==> src/rtl/sysid_check_pkg.sv <==
// sysid_check_pkg: shared types and constants for the sysid checker
package sysid_check_pkg;

    typedef enum logic [1:0] {
        IDLE  = 2'd0,
        RD_ID = 2'd1,
        RD_TS = 2'd2,
        DONE  = 2'd3
    } sysid_chk_state_t;

    localparam logic SYSID_ADDR_ID = 1'b0;
    localparam logic SYSID_ADDR_TS = 1'b1;

    localparam logic [31:0] SYSID_EXP_ID        = 32'hACD5_1302;
    localparam logic [31:0] SYSID_EXP_TIMESTAMP = 32'h5310_4B65;

endpackage

==> src/rtl/sysid_check_stall_timer.sv <==
// sysid_check_stall_timer: clearable stall counter flagging when LIMIT stall cycles have elapsed
module sysid_check_stall_timer
    import sysid_check_pkg::*;
#(
    parameter int unsigned LIMIT = 1023
) (
    input  logic clock,
    input  logic reset_n,
    input  logic clear,
    input  logic enable,
    output logic terminal
);

    localparam int W = $clog2(LIMIT + 1);

    logic [W-1:0] cnt;

    // count stall cycles; clear has priority so each read starts from zero
    always_ff @(posedge clock) begin
        if (!reset_n || clear)
            cnt <= '0;
        else if (enable)
            cnt <= cnt + 1'b1;
    end

    assign terminal = (cnt == W'(LIMIT));

endmodule

==> config.mk <==
export PLATFORM = sky130hd
export DESIGN_NAME = sysid_check_stall_timer
export DESIGN_NICKNAME = d
export VERILOG_FILES = /design/src/rtl/sysid_check_pkg.sv /design/src/rtl/sysid_check_stall_timer.sv
export SDC_FILE = /design/constraint.sdc
export NUM_CORES = 1
export LEC_CHECK = 0
export BUFFER_PORTS_ARGS = -buffer_cell sky130_fd_sc_hd__buf_4
export CELL_PAD_IN_SITES_DETAIL_PLACEMENT = 0
export CELL_PAD_IN_SITES_GLOBAL_PLACEMENT = 1
export CORE_AREA = 2 2 39 41
export CTS_CLUSTER_DIAMETER = 80
export DETAILED_ROUTE_END_ITERATION = 8
export DIE_AREA = 0 0 41 43
export PLACE_DENSITY_LB_ADDON = 0.1
export SYNTH_ARGS = -nofsm -noshare
export SYNTH_HDL_FRONTEND = slang
export SYNTH_SLANG_ARGS = --single-unit
==> constraint.sdc <==
create_clock -name clock -period 2.25 [get_ports clock]
set_input_delay 0.225 -clock clock [delete_from_list [all_inputs] [get_ports clock]]
set_output_delay 0.225 -clock clock [all_outputs]
set_load 0.02 [all_outputs]
-- Yosys cells after proc, flatten, opt, wreduce, memory -nomap -nowiden
Index checks and enable logic that the tools add are counted.
- bits in registers: 10
- input bits: 4
- output and inout port bits: 1
- logic and storage cells: 5
- add/subtract/negate cells: 1
- equal/unequal tests: 1
- reduce and logical (&&, ||, !) cells: 2
- operator list (kind ; number):
    $add A10 B1 Y10 const B ; 1
    $eq A10 B10 Y1 const B ; 1
    $logic_not A1 Y1 ; 1
    $logic_or A1 B1 Y1 ; 1

-- Depth between registers and ports, before layout
Gate-level depths: netlist of run 1.
- depth in word-level cells: 2
- gate-level depth with buffers: 4
- gate-level depth less buffers: 4

-- Worst setup path after synthesis of run 1
No wires, ideal clock.
- path type: reg-to-output
- start: register cnt[0]
- end: output terminal
- data arrival time: 1.080 ns
- required time: 2.025 ns
- path slack: 0.945 ns
- stages on the path, launching flop included: 4
- buffers on the path: 0
- cell sequence: dfxtp_1 > ha_1 > nand2_1 > nor3_1
- word-level cells in the longest chain between the ends: 1
- RTL lines (item ; RTL line ; text):
    start: declaration ; sysid_check_stall_timer.sv:16 ; logic [W-1:0] cnt;
    start signal: assignment ; sysid_check_stall_timer.sv:23 ; cnt <= cnt + 1'b1;
    $eq A10 B10 Y1 ; sysid_check_stall_timer.sv:26 ; assign terminal = (cnt == W'(LIMIT));
    end: declaration ; sysid_check_stall_timer.sv:11 ; output logic terminal
Every way passes these cells.

-- Worst setup path in the final report of run 1
Same ends and word-level chain as after synthesis.

==> flow_metrics.tcl, run 1 <==
set metrics [dict create \
    pwr_density_cell_nw_per_um2 597 \
    rsz0062_at_grt "false" \
    hold_violations 0 \
    r2r_start "cnt[0]" \
    path_cells "ha_1 -> nand2_1 -> nor3_1 -> buf_4" \
    vias_per_cell 5.23 \
    mostFrequentLayoutCells "dfxtp_1, a21oi_1, nor2_1, buf_4" \
    grt_overflow 0 \
    cts_setup_buffers 0 \
    grt_pass1_vias 353 \
    grt_start_max_net_pins 11 \
    dr_total_vias 371 \
    worst_slew_pin_slew_ns 0.376 \
    drive_gt1_share_pct 18.2 \
    required_ns 2.03 \
    area_delta_synth_final_pct 14.0 \
    critPathSlowestCell "dfxtp_1" \
    clock_latency_ns 0.26 \
    die_x_um 41 \
    root_buffer "clkbuf_4" \
    status "complete, no violations" \
    r2r_cells 4 \
    synth_seq_cells 10 \
    cts_buffers 3 \
    wl_per_cell_um 12.0 \
    clockBufferDepth 2 \
    ant_nets 0 \
    die_h_um 43 \
    fin_crit_sh_pct 68.0 \
    track_usage_pct 13.2 \
    setup_slack_ns 0.719 \
    relSlewSlack_pct 74.9 \
    cap_viol_max_count 0 \
    cp_max_fo 5 \
    firstDrtPassIters 2 \
    worst_clock_skew_ns 0.000735 \
    cts.repair.resized 0 \
    place_congestion 0.671 \
    whs_endpoint "cnt[1]" \
    netlist_area_um2 454 \
    cts_sinks 10 \
    ys_warn_count 0 \
    cp.arrival_ns 1.31 \
    worst_path_largest_cell_delay_ns 0.43 \
    whs_path_depth 3 \
    vdd.ir_drop.worst_v 0.000220 \
    r2r_slack_ns 0.79 \
    core_area_um2 1380 \
    timing.fmax_mhz 653 \
    port_buffers 4 \
    grt_pass1_wl_um 1500 \
    finalPower_mw 0.309 \
    ioPinCount 5 \
    place_ws_ns 0.787 \
    clkTransAtPathRegs_ns 0.06 \
    syn-instance-count 50 \
    postSynthAreaPerCell_um2 9.08 \
    routed_wl_um 855 \
    largest_reg_flops 10 \
    rows 14 \
    top_regs "cnt: 10 flops" \
    dp.cells 68 \
    finalSetupTns_ns 0 \
    drv_slew 0 \
    antenna_found_initial 0 \
    synth_nets 55 \
    cts_tree "done" \
    diodes 0 \
    layout_commonest_cell "dfxtp_1" \
    hold_path_class "in -> reg" \
    hp-start "enable" \
    cp-start-kind "flip-flop" \
    power.leakage_nw 0.177 \
    drc 0 \
    stdcell_count 71 \
    cts_hold_buf 0 \
    r2r-end "cnt[8]" \
    endpoint_kind "primary output" \
    top_register "cnt" \
    start_util_pct 32.8 \
    fin_nets 62 \
    post-route-min-period_ns 1.53 \
    critical_path_class "reg -> out" \
    hpwlAfterDp_um 660 \
    setup-violations-final 0 \
    dieArea_um2 1760 \
    htreeDepth 1 \
    drtIter0Drc 4 \
    synth_seq_area_share_pct 44.1 \
    ys_types 20 \
]
[worst max path at each step]
stage	startpoint	to	cells after the start
6_report	cnt[0]	terminal	4
5_1_grt	cnt[0]	terminal	4
4_1_cts	cnt[0]	terminal	4
3_5_place_dp	cnt[0]	cnt[8]	4
3_3_place_gp	cnt[0]	cnt[6]	4
2_1_floorplan	cnt[0]	terminal	3
[worst max-delay path, delay by kind of cell (launching register included)]
kind | cells | cell delay (ns)
buffers and inverters | 1 | 0.17
adders and majority gates | 1 | 0.24
and+or+nand+nor | 2 | 0.21
DFF | 1 | 0.43
[cell type report]
class,instances,area (um^2)
Fill cell,148,866
Multi-Input combinational cell,38,245
Sequential cell,10,200
Timing Repair Buffer,4,30.0
Clock buffer,3,22.5
Tap cell,16,20.0
[per-layer routing]
layer	wire length, um	part of all wire [%]	global-route usage (%)	up-vias
met5	0	0	0	-
met4	11	1.3	12.0	0
met3	26	3.0	3.14	2
met2	424	50	18.1	4
met1	392	46	16.1	171
li1	-	-	-	194
[synth_stat cells]
library cell / instances / area share, %
or3_1: 1 / 1.4
mux2i_1: 1 / 2.2
nand4_4: 1 / 4.7
nand2b_1: 1 / 1.4
ha_1: 1 / 2.8
o21ai_0: 3 / 3.3
nand3_1: 3 / 3.3
clkbuf_1: 1 / 0.83
buf_2: 1 / 1.1
nor2_1: 5 / 4.1
xnor2_1: 1 / 1.9
nor3_1: 1 / 1.1
nand2_1: 3 / 2.5
a21oi_1: 5 / 5.5
nand4_1: 3 / 4.1
or4_1: 2 / 3.3
o31ai_1: 2 / 3.3
dfxtp_1: 10 / 44
xor2_1: 3 / 5.8
or3_2: 2 / 3.3
[metrics by stage]
stage	utilization (%)	instance area (um^2)	hold slack, ns
3_5_place_dp	35.8	495	0.489
3_3_place_gp	35.8	495	0.464
5_1_grt	37.4	518	0.296
2_1_floorplan	-	454	0.452
6_report	37.4	518	0.287
4_1_cts	37.4	518	0.274
[cells by family (layout without fill, tap and decap cells)]
family	after synthesis	in the layout	share of synthesized area, %
DFF	10	10	44.1
adders and majority gates	1	1	2.75
muxes	1	1	2.20
and+or+nand+nor	22	22	29.2
buffers and inverters	2	7	1.93
AOI/OAI and AO/OA	10	10	12.1
xor gates and xnor gates	4	4	7.71
[where the power goes]
part | internal (mW) | leakage, nW | switching, mW | total, mW
clock network | 0.0615 | 0.0138 | 0.0549 | 0.116
logic | 0.00631 | 0.0829 | 0.00645 | 0.0128
registers | 0.178 | 0.0807 | 0.00202 | 0.180
Power figures use the tool's default switching activity.
==> run 2: changes to the inputs <==
--- a/config.mk
+++ b/config.mk
@@ -8,10 +8,9 @@
 export BUFFER_PORTS_ARGS = -buffer_cell sky130_fd_sc_hd__buf_4
 export CELL_PAD_IN_SITES_DETAIL_PLACEMENT = 0
 export CELL_PAD_IN_SITES_GLOBAL_PLACEMENT = 1
-export CORE_AREA = 2 2 39 41
+export CORE_UTILIZATION = 35
 export CTS_CLUSTER_DIAMETER = 80
 export DETAILED_ROUTE_END_ITERATION = 8
-export DIE_AREA = 0 0 41 43
 export PLACE_DENSITY_LB_ADDON = 0.1
 export SYNTH_ARGS = -nofsm -noshare
 export SYNTH_HDL_FRONTEND = slang
==> constraint.sdc (replaced) <==
create_clock -name clock -period 1.24 [get_ports clock]
set_input_delay 0.124 -clock clock [delete_from_list [all_inputs] [get_ports clock]]
set_output_delay 0.124 -clock clock [all_outputs]
set_load 0.02 [all_outputs]
==> run 2 against run 1 <==
Effect of this change:
- the flow now finishes with violations (setup timing)
- highest routed layer unchanged
- largest cell class unchanged
- power grew 110%
- cell area grew 34%
- via count grew 24%
- first-iteration DRC count grew 50%
- clock power grew to 2.6 times the previous value
- global-route usage grew 6.8 points
- setup slack lost 0.77 ns
==> flow_metrics.tcl, run 2 (synthesis results as in run 1) <==
set metrics [dict create \
    grt_overflow 0 \
    required_ns 1.12 \
    setup-violations-final 5 \
    hold_path_class "in -> reg" \
    grt_start_max_net_pins 11 \
    rows 12 \
    drtIter0Drc 6 \
    firstDrtPassIters 4 \
    clkTransAtPathRegs_ns 0.07 \
    violations "setup timing" \
    worst_clock_skew_ns 0.00850 \
    utilization_pct 60.2 \
    core_area_um2 1160 \
    mostFrequentLayoutCells "buf_4, dfxtp_2, a21oi_2, nor2_1" \
    vias_per_cell 5.61 \
    clockBufferDepth 2 \
    root_buffer "clkbuf_4" \
    die_h_um 38.0 \
    place_area_um2 568 \
    vdd.ir_drop.worst_v 0.000509 \
    n_fill_cell 90 \
    pwr_density_cell_nw_per_um2 953 \
    port_buffers 4 \
    r2r_start "cnt[1]" \
    worst_slew_pin_slew_ns 0.500 \
    grt_pass1_wl_um 1900 \
    timing.fmax_mhz 772 \
    ioPinCount 5 \
    power.leakage_nw 0.266 \
    cp.arrival_ns 1.17 \
    grt_pass1_vias 468 \
    antenna_found_initial 0 \
    dp.cells 75 \
    drv_slew 0 \
    r2r_slack_ns -0.02 \
    whs_endpoint "cnt[0]" \
    endpoint_kind "primary output" \
    rsz0062_at_grt "true" \
    cap_viol_max_count 0 \
    cts_sinks 10 \
    track_usage_pct 20.1 \
    setup.worst_path.start "cnt[0]" \
    critical_path_class "reg -> out" \
    cts_tree "done" \
    whs_path_depth 3 \
    place_congestion 0.780 \
    clock_latency_ns 0.27 \
    dr_total_vias 460 \
    largest_reg_flops 10 \
    htreeDepth 1 \
    r2r-end "cnt[7]" \
    diodes 0 \
    hpwlAfterDp_um 723 \
    top_regs "cnt: 10 flops" \
    layout_commonest_cell "buf_4" \
    drc 0 \
    routed_wl_um 1190 \
    hp-start "enable" \
    stdcell_count 82 \
    setup_slack_ns -0.0545 \
    ant_nets 0 \
    fin_crit_sh_pct 104 \
    post-route-min-period_ns 1.29 \
    multi_input_area_um2 308 \
    ff_latch_area_um2 210 \
    cp_max_fo 2 \
    cp-start-kind "flip-flop" \
    die_x_um 38.0 \
    cts_buffers 3 \
    start_util_pct 39.3 \
    top_register "cnt" \
    drive_gt1_share_pct 61.8 \
    dieArea_um2 1450 \
    hold_violations 0 \
    status "finished with violations" \
    fin_nets 74 \
    relSlewSlack_pct 66.7 \
    wl_per_cell_um 14.5 \
    area_delta_synth_final_pct 53.2 \
    r2r_cells 5 \
    design_area_um2 696 \
]
-- run 2: where the power goes --
group          internal [mW]  total [mW]  switching [mW]
clock network          0.179       0.300           0.121
logic                 0.0188      0.0373          0.0186
registers              0.323       0.326         0.00236
total                  0.521       0.663           0.142
-- run 2: worst max path at each step --
stage / end / slack [ns] / cells after the start
floorplan: cnt[6] / 0.01 / 4
global placement: cnt[6] / 0.02 / 4
detailed placement: cnt[8] / -0.03 / 3
CTS: cnt[7] / -0.04 / 5
global route: terminal / -0.10 / 5
finish: terminal / -0.05 / 5
-- run 2: per-stage QoR --
stage	power [mW]	setup WS (ns)	hold WS (ns)	setup TNS (ns)
after floorplan	0.349	0.0138	0.444	0
after global placement	0.360	0.0194	0.433	0
after detailed placement	0.362	-0.0303	0.441	-0.0562
after CTS	0.657	-0.0422	0.161	-0.0841
after global routing	0.684	-0.103	0.176	-0.361
final	0.663	-0.0545	0.163	-0.112
-- run 2: critical path, stage by stage, from the launching register on --
cell and delay, ns:
dfxtp_2 0.36, ha_4 0.14, buf_6 0.10, nand2_4 0.04, nor3_2 0.10, buf_4 0.16
-- run 2: final cells by class --
class | instances | area share (%)
Clock buffer | 4 | 5.22
Sequential cell | 10 | 30.2
Tap cell | 14 | 2.52
Multi-Input combinational cell | 38 | 44.2
Timing Repair Buffer | 16 | 17.8
-- run 2: repair_timing --
action / 4_1_cts / 5_1_grt
resized for setup: 7 / 11
cloned: 0 / 0
pin swaps: 2 / 1
hold buffers: 0 / 0
buffers inserted: 2 / 1
endpoints found under the setup margin: 4 / 6
-- run 2: per-layer routing --
layer / global-route usage, % / wire length (um) / vias up / share of wire, %
met5: 0 / 0 / - / 0
met4: 14.3 / 24 / 0 / 2.0
met3: 8.14 / 50 / 4 / 4.2
met2: 33.5 / 589 / 9 / 50
met1: 19.9 / 523 / 225 / 44
li1: - / - / 222 / -
